**config.mk**
```make
export PLATFORM = sky130hd
export DESIGN_NAME = encoder_position_ctrl_flat
export DESIGN_NICKNAME = d
export VERILOG_FILES = /design/src/rtl/encoder_position_ctrl_if.sv /design/src/rtl/encoder_position_ctrl.sv /design/src/flat_wrapper.sv
export SDC_FILE = /design/constraint.sdc
export NUM_CORES = 1
export LEC_CHECK = 0
export CORE_MARGIN = 2
export CORE_UTILIZATION = 33
export CTS_BUF_LIST = sky130_fd_sc_hd__clkbuf_2 sky130_fd_sc_hd__clkbuf_4 sky130_fd_sc_hd__clkbuf_8
export CTS_CLUSTER_SIZE = 16
export DETAILED_ROUTE_END_ITERATION = 12
export SETUP_SLACK_MARGIN = 0.05
export SLEW_MARGIN = 5
export SYNTH_ARGS = -nofsm -noshare
export SYNTH_HDL_FRONTEND = slang
export SYNTH_SLANG_ARGS = --single-unit
```
**constraint.sdc**
```tcl
create_clock -name clk -period 6.7 [get_ports clk]
set_input_delay 1.34 -clock clk [delete_from_list [all_inputs] [get_ports clk]]
set_output_delay 1.34 -clock clk [all_outputs]
set_load 0.01 [all_outputs]
```
**src/rtl/encoder_position_ctrl_if.sv**
```systemverilog
// Target-position handshake between a motion planner (master) and the position tracker (slave).
interface encoder_position_ctrl_if #(
    parameter int POS_W = 32
);
    logic                    tgt_valid;
    logic signed [POS_W-1:0] tgt_data;
    logic                    tgt_ready;

    modport master (output tgt_valid, output tgt_data, input tgt_ready);
    modport slave  (input tgt_valid, input tgt_data, output tgt_ready);
endinterface

```
**src/rtl/encoder_position_ctrl.sv**
```systemverilog
// Homing sequencer and signed position tracker fed by a quadrature decoder's direction codes.
// Define SOFT_LIMIT_EN to discard steps beyond POS_MIN/POS_MAX and fault instead.
module encoder_position_ctrl #(
    parameter int POS_W        = 32,
    parameter int HOME_TIMEOUT = 1000000,
    parameter int VEL_WINDOW   = 10000,
    parameter int TOL          = 2,
    parameter int POS_MIN      = -32768,
    parameter int POS_MAX      = 32767
) (
    input  logic                    clk,
    input  logic                    rst_n,
    input  logic [1:0]              dir,
    input  logic                    home_sw,
    input  logic                    start_home,
    input  logic                    clr_fault,
    encoder_position_ctrl_if.slave  tgt,
    output logic signed [POS_W-1:0] pos,
    output logic                    at_target,
    output logic signed [POS_W-1:0] vel,
    output logic                    vel_valid,
    output logic [7:0]              err_cnt,
    output logic [1:0]              state
);
    typedef enum logic [1:0] {
        IDLE   = 2'b00,
        HOMING = 2'b01,
        TRACK  = 2'b10,
        FAULT  = 2'b11
    } state_t;

    localparam int TO_W  = $clog2(HOME_TIMEOUT + 1);
    localparam int WIN_W = $clog2(VEL_WINDOW);
    localparam int PW1   = POS_W + 1;
    localparam logic [TO_W-1:0]         TO_LAST  = TO_W'(HOME_TIMEOUT - 1);
    localparam logic [WIN_W-1:0]        WIN_LAST = WIN_W'(VEL_WINDOW - 1);
    localparam logic signed [POS_W-1:0] LIM_LO   = POS_W'(POS_MIN);
    localparam logic signed [POS_W-1:0] LIM_HI   = POS_W'(POS_MAX);
    localparam logic signed [POS_W-1:0] ONE      = POS_W'(1);
    localparam logic [PW1-1:0]          TOL_V    = PW1'(TOL);

    state_t                  cur_st, nxt_st;
    logic                    sync1, sync2, sync_prev;
    logic                    home_rise;
    logic [TO_W-1:0]         to_cnt;
    logic [WIN_W-1:0]        win_cnt;
    logic signed [POS_W-1:0] target, nxt_target, nxt_pos, pos_snap;
    logic                    step_up, step_dn, limit_en, limit_hit, track_entry;
    logic [PW1-1:0]          diff, diff_abs;

    assign state         = cur_st;
    assign tgt.tgt_ready = (cur_st == TRACK);
    assign home_rise     = sync2 & ~sync_prev;
    assign step_up       = (dir == 2'b01);
    assign step_dn       = (dir == 2'b10);
    assign track_entry   = (cur_st != TRACK) && (nxt_st == TRACK);

`ifdef SOFT_LIMIT_EN
    assign limit_en = 1'b1;
`else
    assign limit_en = 1'b0;
`endif

    // Limits lie inside the representable range, so a blocked step can never have wrapped.
    assign limit_hit = limit_en && ((step_up && (pos >= LIM_HI)) || (step_dn && (pos <= LIM_LO)));

    // NOTE: every output of this block is assigned a default first so no latch is inferred.
    always_comb begin
        nxt_st     = cur_st;
        nxt_pos    = pos;
        nxt_target = target;
        case (cur_st)
            IDLE: begin
                if (start_home) nxt_st = HOMING;
            end
            HOMING: begin
                if (home_rise) begin
                    nxt_st     = TRACK;
                    nxt_pos    = '0;
                    nxt_target = '0;
                end else if (to_cnt == TO_LAST) begin
                    nxt_st = FAULT;
                end
            end
            TRACK: begin
                if (tgt.tgt_valid && tgt.tgt_ready) nxt_target = tgt.tgt_data;
                if (start_home)   nxt_st  = HOMING;
                else if (limit_hit) nxt_st = FAULT;
                else if (step_up) nxt_pos = pos + ONE;
                else if (step_dn) nxt_pos = pos - ONE;
            end
            FAULT: begin
                if (clr_fault) nxt_st = IDLE;
            end
            default: nxt_st = IDLE;
        endcase
    end

    // One extra bit keeps the distance exact even between the two range extremes.
    assign diff     = {nxt_pos[POS_W-1], nxt_pos} - {nxt_target[POS_W-1], nxt_target};
    assign diff_abs = diff[POS_W] ? (-diff) : diff;

    // NOTE: state registers use non-blocking assignments so every flop samples pre-edge values.
    always_ff @(posedge clk or negedge rst_n) begin
        if (!rst_n) begin
            cur_st    <= IDLE;
            sync1     <= 1'b0;
            sync2     <= 1'b0;
            sync_prev <= 1'b0;
            to_cnt    <= '0;
            win_cnt   <= '0;
            pos       <= '0;
            target    <= '0;
            pos_snap  <= '0;
            vel       <= '0;
            vel_valid <= 1'b0;
            at_target <= 1'b0;
            err_cnt   <= '0;
        end else begin
            cur_st    <= nxt_st;
            sync1     <= home_sw;
            sync2     <= sync1;
            sync_prev <= sync2;
            pos       <= nxt_pos;
            target    <= nxt_target;
            at_target <= (nxt_st == TRACK) && (diff_abs <= TOL_V);
            to_cnt    <= (cur_st == HOMING) ? to_cnt + TO_W'(1) : '0;
            vel_valid <= 1'b0;

            if (dir == 2'b11 && err_cnt != 8'hFF) err_cnt <= err_cnt + 8'd1;

            if (track_entry) begin
                win_cnt  <= '0;
                pos_snap <= '0;
                vel      <= '0;
            end else if (cur_st == TRACK) begin
                if (win_cnt == WIN_LAST) begin
                    win_cnt   <= '0;
                    vel       <= pos - pos_snap;
                    pos_snap  <= pos;
                    vel_valid <= 1'b1;
                end else begin
                    win_cnt <= win_cnt + WIN_W'(1);
                end
            end
        end
    end
endmodule

```
**src/flat_wrapper.sv**
```systemverilog
// flat-port wrapper written by rule: the top's interface ports become plain ports
module encoder_position_ctrl_flat 
#(
    parameter int POS_W        = 32,
    parameter int HOME_TIMEOUT = 1000000,
    parameter int VEL_WINDOW   = 10000,
    parameter int TOL          = 2,
    parameter int POS_MIN      = -32768,
    parameter int POS_MAX      = 32767
)
  (clk, rst_n, dir, home_sw, start_home, clr_fault, pos, at_target, vel, vel_valid, err_cnt, state, tgt_tgt_valid, tgt_tgt_data, tgt_tgt_ready);
  encoder_position_ctrl_if #(.POS_W(POS_W)) tgt_i ();
  input  logic clk;
  input  logic rst_n;
  input  logic [1:0] dir;
  input  logic home_sw;
  input  logic start_home;
  input  logic clr_fault;
  output logic signed [POS_W-1:0] pos;
  output logic at_target;
  output logic signed [POS_W-1:0] vel;
  output logic vel_valid;
  output logic [7:0] err_cnt;
  output logic [1:0] state;
  input wire logic [$bits(tgt_i.tgt_valid)-1:0] tgt_tgt_valid;
  input wire logic [$bits(tgt_i.tgt_data)-1:0] tgt_tgt_data;
  output wire logic [$bits(tgt_i.tgt_ready)-1:0] tgt_tgt_ready;
  assign tgt_i.tgt_valid = tgt_tgt_valid;
  assign tgt_i.tgt_data = tgt_tgt_data;
  assign tgt_tgt_ready = tgt_i.tgt_ready;
  encoder_position_ctrl #(.POS_W(POS_W), .HOME_TIMEOUT(HOME_TIMEOUT), .VEL_WINDOW(VEL_WINDOW), .TOL(TOL), .POS_MIN(POS_MIN), .POS_MAX(POS_MAX)) u_core (.clk(clk), .rst_n(rst_n), .dir(dir), .home_sw(home_sw), .start_home(start_home), .clr_fault(clr_fault), .tgt(tgt_i), .pos(pos), .at_target(at_target), .vel(vel), .vel_valid(vel_valid), .err_cnt(err_cnt), .state(state));
endmodule
```
# After elaboration in Yosys (flattened, before gate mapping)
# Index checks and enable logic that the tools add are counted.
totals:
  ff_bits: 177
  input_bits: 40
  output_inout_bits: 77
  elab_cells: 71
op_classes:
  add_sub_neg: 8
  n_lt_le_gt_ge: 1
  n_eq_ne: 11
  muxes: 27
  bitwise: 2
  reduce_logical: 9
ops:
  columns: ["operator", "count"]
  rows:
  - ["two-way mux 32 bit", 12]
  - ["case mux 32 bit (2 select lines)", 2]
  - ["two-way mux 14 bit", 3]
  - ["<= comparator 33 x 2 -> 1 bit, second input constant", 1]
  - ["two-way mux 33 bit", 1]
  - ["negator 33 bit", 1]
  - ["subtractor 32 x 32 -> 33 bit", 1]
  - ["adder 32 x 2 -> 32 bit, second input constant", 1]
  - ["subtractor 32 x 2 -> 32 bit, second input constant", 1]
  - ["subtractor 32 bit", 1]
  - ["adder 20 x 1 -> 20 bit, second input constant", 1]
  - ["== test 20 bit, second input constant", 1]
  - ["two-way mux 20 bit", 1]
  - ["adder 14 x 1 -> 14 bit, second input constant", 1]
  - ["== test 14 bit, second input constant", 1]
  - ["== test 2 bit, second input constant", 5]
  - ["adder 8 x 1 -> 8 bit, second input constant", 1]
  - ["two-way mux 2 bit", 4]
  - ["!= test 8 bit, second input constant", 1]
  - ["case mux 2 bit (3 select lines)", 1]
  - ["== test 2 x 1 -> 1 bit, second input constant", 2]
  - ["logical AND 1 bit", 4]
  - ["nonzero test 2 bit", 2]
  - ["two-way mux 1 bit", 3]
  - ["6 further kinds", 6]

# Longest topological paths before layout
# Gate-level depths: netlist (run 1).
depth:
  word_depth: 10
  depth_mapped: 28
  ltp_nobuf: 27

# Worst setup path after synthesis (run 1)
# Ideal clock, no wire load.
synth_path:
  kind: "in2reg"
  from: "input port dir[1]"
  to: "register u_core.at_target"
  t_arrival_ps: 6300
  required_ps: 6627
  slack_ps: 327
  cell_stages: 24
  n_path_buf: 0
  cell_sequence: "nor2b_1 -> nand3b_1 -> nor3_1 -> nand3_1 -> or4_1 -> a21boi_0 -> a21oi_1 -> o21ai_0 -> o31ai_1 -> ha_1 -> a21oi_1 -> o21bai_1 -> a211oi_1 -> nor2b_1 -> o221a_2 -> o21a_1 -> or3_4 -> a2111oi_4 -> and4_1 -> o21a_1 -> o21ai_1 -> o31a_1 -> or4_4 -> a21oi_2"
synth_via:
  elab_chain_cells: 10
synth_lines:
  columns: ["element", "line", "source"]
  rows:
  - ["start, declared", "flat_wrapper.sv:15", "input logic [1:0] dir;"]
  - ["== test 2 bit", "encoder_position_ctrl.sv:55", "assign step_dn = (dir == 2'b10);"]
  - ["two-way mux 32 bit", "encoder_position_ctrl.sv:90", "else if (step_dn) nxt_pos = pos - ONE;"]
  - ["two-way mux 32 bit *", "encoder_position_ctrl.sv:89", "else if (step_up) nxt_pos = pos + ONE;"]
  - ["two-way mux 32 bit *", "encoder_position_ctrl.sv:87", "if (start_home) nxt_st = HOMING;"]
  - ["case mux 32 bit (2 select lines) *", "encoder_position_ctrl.sv:72", "case (cur_st)"]
  - ["net u_core.nxt_pos[22]", "encoder_position_ctrl.sv:47", "logic signed [POS_W-1:0] target, nxt_target, nxt_pos, pos_snap;"]
  - ["subtractor 32 x 32 -> 33 bit *", "encoder_position_ctrl.sv:100", "assign diff = {nxt_pos[POS_W-1], nxt_pos} - {nxt_target[POS_W-1], nxt_target};"]
  - ["negator 33 bit", "encoder_position_ctrl.sv:101", "assign diff_abs = diff[POS_W] ? (-diff) : diff;"]
  - ["two-way mux 33 bit *", "encoder_position_ctrl.sv:101", null]
  - ["<= comparator 33 x 2 -> 1 bit *", "encoder_position_ctrl.sv:126", "at_target <= (nxt_st == TRACK) && (diff_abs <= TOL_V);"]
  - ["logical AND 1 bit *", "encoder_position_ctrl.sv:126", null]
  - ["end signal, assigned", "encoder_position_ctrl.sv:126", null]
  - ["end, declared", "encoder_position_ctrl.sv:19", "output logic at_target,"]
# Mark *: on every way through the listed nets, which the timed path passes. The rest lies on a longest branch.
# A chain may end at the register's enable or synchronous reset.

# Worst setup path in the final report (run 1)
# Ends and elaborated chain as after synthesis.

==> results of run 1 <==
[final timing paths]
check | to | startpoint | cells past startpoint | slack, ns
max | u_core.at_target | dir[1] | 29 | 0.54
min | u_core.sync2 | u_core.sync1 | 0 | 0.37
max reg2reg | u_core.at_target | u_core.state[1] | 25 | 0.73
min reg2reg | u_core.sync2 | u_core.sync1 | 0 | 0.37
max in group asynchronous | u_core.pos_snap[17] | rst_n | 2 | 4.35
min in group asynchronous | u_core.err_cnt[0] | rst_n | 1 | 0.91
[final cells by class]
type,instances,area (um^2)
clock buffers,18,248
clock inverters,14,174
fillers,3702,21300
inverters,97,367
multi-input cells,1146,7660
flip-flops and latches,177,4430
well taps,511,639
repair buffers,325,2770
[flip-flops by register name (all words and copies together), names as in the netlist, 2 cells and up]
| name | flops |
|---|---|
| u_core.vel | 32 |
| u_core.err_cnt | 8 |
| u_core.to_cnt | 20 |
| u_core.target | 32 |
| u_core.pos | 32 |
| u_core.win_cnt | 14 |
| u_core.state | 2 |
| u_core.pos_snap | 32 |
[kinds of logic after synthesis]
group / count (synthesis) / synth area share
and+or+nand+nor: 544 / 0.221
AOI/OAI and AO/OA: 436 / 0.234
DFF: 177 / 0.353
buffers and inverters: 164 / 0.0516
xor gates and xnor gates: 85 / 0.0594
adders and majority gates: 74 / 0.0750
muxes: 7 / 0.00569
[synth_stat cells (23+ instances only)]
| cell | instances |
|---|---|
| clkbuf_1 | 57 |
| nand2_1 | 142 |
| nor3_1 | 41 |
| o21ai_0 | 118 |
| nand3_1 | 61 |
| a21oi_1 | 80 |
| xnor2_1 | 50 |
| xor2_1 | 35 |
| nor2_1 | 124 |
| and3_1 | 23 |
| ha_1 | 71 |
| dfrtp_1 | 177 |
| a21o_1 | 26 |
| a22o_1 | 55 |
| inv_1 | 94 |
[metrics by stage]
stage | hold WS [ns] | instances | util | instance area, um^2 | worst slack (ns)
2_1_floorplan | 0.331 | 1487 | - | 12500 | 0.327
3_3_place_gp | 0.336 | 2246 | 0.415 | 15600 | -0.390
3_5_place_dp | 0.350 | 2246 | 0.415 | 15600 | -0.447
4_1_cts | 0.374 | 2278 | 0.426 | 16000 | 0.0826
5_1_grt | 0.386 | 2288 | 0.433 | 16300 | 0.306
6_report | 0.370 | 2288 | 0.433 | 16300 | 0.543
[repair_timing]
| action | in CTS | in global routing |
|---|---|---|
| pin swaps | 1 | 27 |
| endpoints found under the hold margin | 0 | 0 |
| gates resized for setup | 1 | 46 |
| buffers inserted | 0 | 10 |
| setup endpoints to repair | 1 | 1 |
| cloned | 0 | 0 |
[metal layers]
| layer | global-route usage | share of wire | wire [um] |
|---|---|---|---|
| met5 | 0 | 0 | 0 |
| met4 | 0.0622 | 0.022 | 817 |
| met3 | 0.0219 | 0.034 | 1260 |
| met2 | 0.313 | 0.47 | 17200 |
| met1 | 0.254 | 0.48 | 17500 |
==> metrics.yaml, run 1 <==
crit_path_start_kind: "primary input"
slew-limit-headroom: 0.273
drive_gt1_frac: 0.174
hp-class: "register to register"
port_buffers: 116
setup_tns_ns: 0
synth_cell_types: 89
cts_buffers: 17
fin_crit_sh: 0.919
io_pins: 117
synth.area.top_cells: "dfrtp_1, ha_1, o21ai_0, nand2_1, a22o_1"
period_minus_slack_ns: 6.16
postSynthNetCount: 1600
grt_pass1_wl_um: 59900
clockBufferDepth: 2
clk_pin_slew_ns: 0.11
rsz0062_at_grt: "no"
gp_congestion: 0.933
final_common_cell: "buf_4"
cpLargestDelayFamily: "simple AND/OR/NAND/NOR gates"
cts_tree: "built"
htree_levels: 4
outcome: "completed"
layout.nets: 1877
remaining_drc_errors: 0
core-area_um2: 37600
crit_required_ns: 7.13
synth-seq-cells: 177
critPathBufInv: 7
vias_per_cell: 5.25
end_kind: "register"
drt-total-wl_um: 36700
drtIter0Drc: 702
yosysTopAreaCell: "dfrtp_1"
first_pass_iters: 6
final_hold_viol_count: 0
fp-row-count: 71
maxCapViolations: 0
synthCells: 1487
antenna_found_initial: 0
dieArea_um2: 39600
vias: 12000
slew_viol_final: 0
fmaxAchievable_mhz: 162
cp.arrival_ns: 6.58
synth_top_area_share: 0.353
ys.flop_type: "dfrtp_1"
clk_latency_ns: 0.49
synth_area_um2: 12500
cts.sinks: 177
cp_max_fo: 6
setup_viol: 0
grt_max_degree: 94
crit_path_max_incr_delay_ns: 0.56
ant_nets: 0
slowest_stage: "or4_4"
grt.total_usage: 0.188
cts_hold_buffers: 0
num_antenna_cells: 0
hpwl_um: 27800
start_util: 0.334
detail_route.wl_per_cell_um: 16.0
area_delta_synth_final_pct: 29.9
grt.overflow.total: 0
die_w_um: 199
clock_skew_ns: 0.0214
critPathKind: "primary input to register"
die_y_um: 199
syn_area_per_cell_um2: 8.43
synth-async-reset-ratio: 1.00
cp_common_cell: "buf_4"
mostFrequentLayoutCells: "buf_4, dfrtp_1, nand2_1"
grt_pass1_vias: 11700
ys_seq_area_frac: 0.353
worst_pin_slew_ns: 1.08
cts-root-buf: "clkbuf_8"
synth_warnings: 0
synth_edf_count: 0
Power of run 1 is left out: the tool's default activity adds up to more than one toggle a clock period on the data nets, which glitch-free logic cannot reach.
==> run 2: changes to the inputs <==
--- a/config.mk
+++ b/config.mk
@@ -5,7 +5,7 @@
 export SDC_FILE = /design/constraint.sdc
 export NUM_CORES = 1
 export LEC_CHECK = 0
-export CORE_MARGIN = 2
+export CORE_MARGIN = 10
 export CORE_UTILIZATION = 33
 export CTS_BUF_LIST = sky130_fd_sc_hd__clkbuf_2 sky130_fd_sc_hd__clkbuf_4 sky130_fd_sc_hd__clkbuf_8
 export CTS_CLUSTER_SIZE = 16
==> constraint.sdc (replaced) <==
create_clock -name clk -period 6.7 [get_ports clk]
set_input_delay 1.34 -clock clk [delete_from_list [all_inputs] [get_ports clk]]
set_output_delay 1.34 -clock clk [all_outputs]
set_load 0.1 [all_outputs]
==> metrics.yaml, run 2 (synthesis gave the netlist of run 1 again) <==
grt_pass1_wl_um: 62700  # +4.7%
final_hold_viol_count: 0  # unchanged
drtIter0Drc: 821  # +17%
first_pass_iters: 5  # -1
cts.sinks: 177  # unchanged
fp-row-count: 71  # unchanged
cts_hold_buffers: 0  # unchanged
core-area_um2: 37600  # unchanged
port_buffers: 116  # unchanged
drive_gt1_frac: 0.178  # +0.00430
dpl_cell_area_um2: 15600  # +0.34%
grt.total_usage: 0.163  # -0.0251
hpwl_um: 29100  # +4.6%
mostFrequentLayoutCells: "buf_4, dfrtp_1, nand2_1"
cts-root-buf: "clkbuf_8"
drt-total-wl_um: 38400  # +4.6%
grt_pass1_vias: 11900  # +1.8%
period_minus_slack_ns: 6.38  # +0.227 ns
detail_route.wl_per_cell_um: 16.8  # +4.5%
fmaxAchievable_mhz: 157  # -3.6%
slowest_stage: "or4_4"
area_delta_synth_final_pct: 30.1
cp_max_fo: 4  # -2
antenna_found_initial: 0  # unchanged
hold_ws_ns: 0.372  # +0.00168 ns
num_antenna_cells: 0  # unchanged
die_y_um: 215  # +8.0%
setup_tns_ns: 0  # unchanged
fin_crit_sh: 0.953  # +0.0340
rsz0062_at_grt: "no"
post-route-util: 0.434  # +0.000933
slew_viol_final: 0  # unchanged
crit_path_start_kind: "primary input"
final_common_cell: "buf_4"
critPathKind: "primary input to register"
num-fill-cells: 3716  # +0.38%
startpoint: "dir[0]"
cts_tree: "built"
clk_latency_ns: 0.49  # about the same
vias: 12000  # -0.15%
crit_path_max_incr_delay_ns: 0.54  # -0.02 ns
gp_congestion: 0.875  # -6.2%
layout.nets: 1879  # +0.11%
ant_nets: 0  # unchanged
hp-class: "register to register"
remaining_drc_errors: 0  # unchanged
cpLargestDelayFamily: "simple AND/OR/NAND/NOR gates"
grt.overflow.total: 0  # unchanged
maxCapViolations: 0  # unchanged
dieArea_um2: 46200  # +17%
hp-start: "u_core.sync1"
outcome: "completed"
die_w_um: 215  # +8.0%
critPathBufInv: 3  # -4
cp.arrival_ns: 6.81  # +0.23 ns
crit_required_ns: 7.13  # about the same
io_pins: 117  # unchanged
cts_buffers: 17  # unchanged
setup_viol: 0  # unchanged
start_util: 0.334  # unchanged
reg2reg_from: "u_core.state[1]"
clock_skew_ns: 0.0182  # -0.00324 ns
slew-limit-headroom: 0.290  # +0.0172
htree_levels: 4  # unchanged
multi_input_area_um2: 7660  # about the same
grt_max_degree: 161  # +71%
vias_per_cell: 5.23  # -0.24%
clockBufferDepth: 2  # unchanged
clk_pin_slew_ns: 0.11  # about the same
finalInstanceArea_um2: 16300  # +0.21%
seqCellArea_um2: 4430  # unchanged
worst_pin_slew_ns: 1.06  # -0.0224 ns
end_kind: "register"
run 2: cell count changes in the layout (fill, tap and decap cells not counted), moves of 3 or more:
cell	previous run	this run
o21ai_0	113	110
o21ai_1	6	9
clkbuf_8	18	21
nor4_4	2	5
nor4_2	3	0
run 2: metrics by stage:
stage | cells | setup slack [ns]
2_1_floorplan | 1487 | 0.248
3_3_place_gp | 2249 | -0.527
3_5_place_dp | 2249 | -0.541
4_1_cts | 2281 | 0.0706
5_1_grt | 2290 | 0.0209
6_report | 2290 | 0.316
run 2: layer usage:
layer	wire length, um	track usage	share of wire
met5	0	0	0
met4	527	0.0421	0.014
met3	1420	0.0232	0.037
met2	18700	0.278	0.49
met1	17800	0.212	0.46
run 2: final timing paths:
path / end / slack, ns / cells after the start
setup / recovery: u_core.at_target / 0.32 / 27
hold / removal: u_core.sync2 / 0.37 / 0
setup reg to reg: u_core.at_target / 0.88 / 25
hold reg to reg: u_core.sync2 / 0.37 / 0
max in group asynchronous: u_core.vel[25] / 4.81 / 2
min in group asynchronous: u_core.err_cnt[1] / 0.70 / 1
run 2: layout make-up:
| cell class | instances | share of cell area |
|---|---|---|
| Multi-Input combinational cell | 1146 | 0.470 |
| Timing Repair Buffer | 327 | 0.172 |
| Tap cell | 511 | 0.0392 |
| Clock inverter | 10 | 0.00759 |
| Sequential cell | 177 | 0.271 |
| Inverter | 97 | 0.0225 |
| Clock buffer | 22 | 0.0178 |
run 2: timing repair:
action,in CTS,in global routing
setup buffers,0,9
endpoints found under the hold margin,0,0
endpoints found under the setup margin,1,1
pin swaps,0,20
gates resized for setup,2,54
Power of run 2 is left out for the same reason.
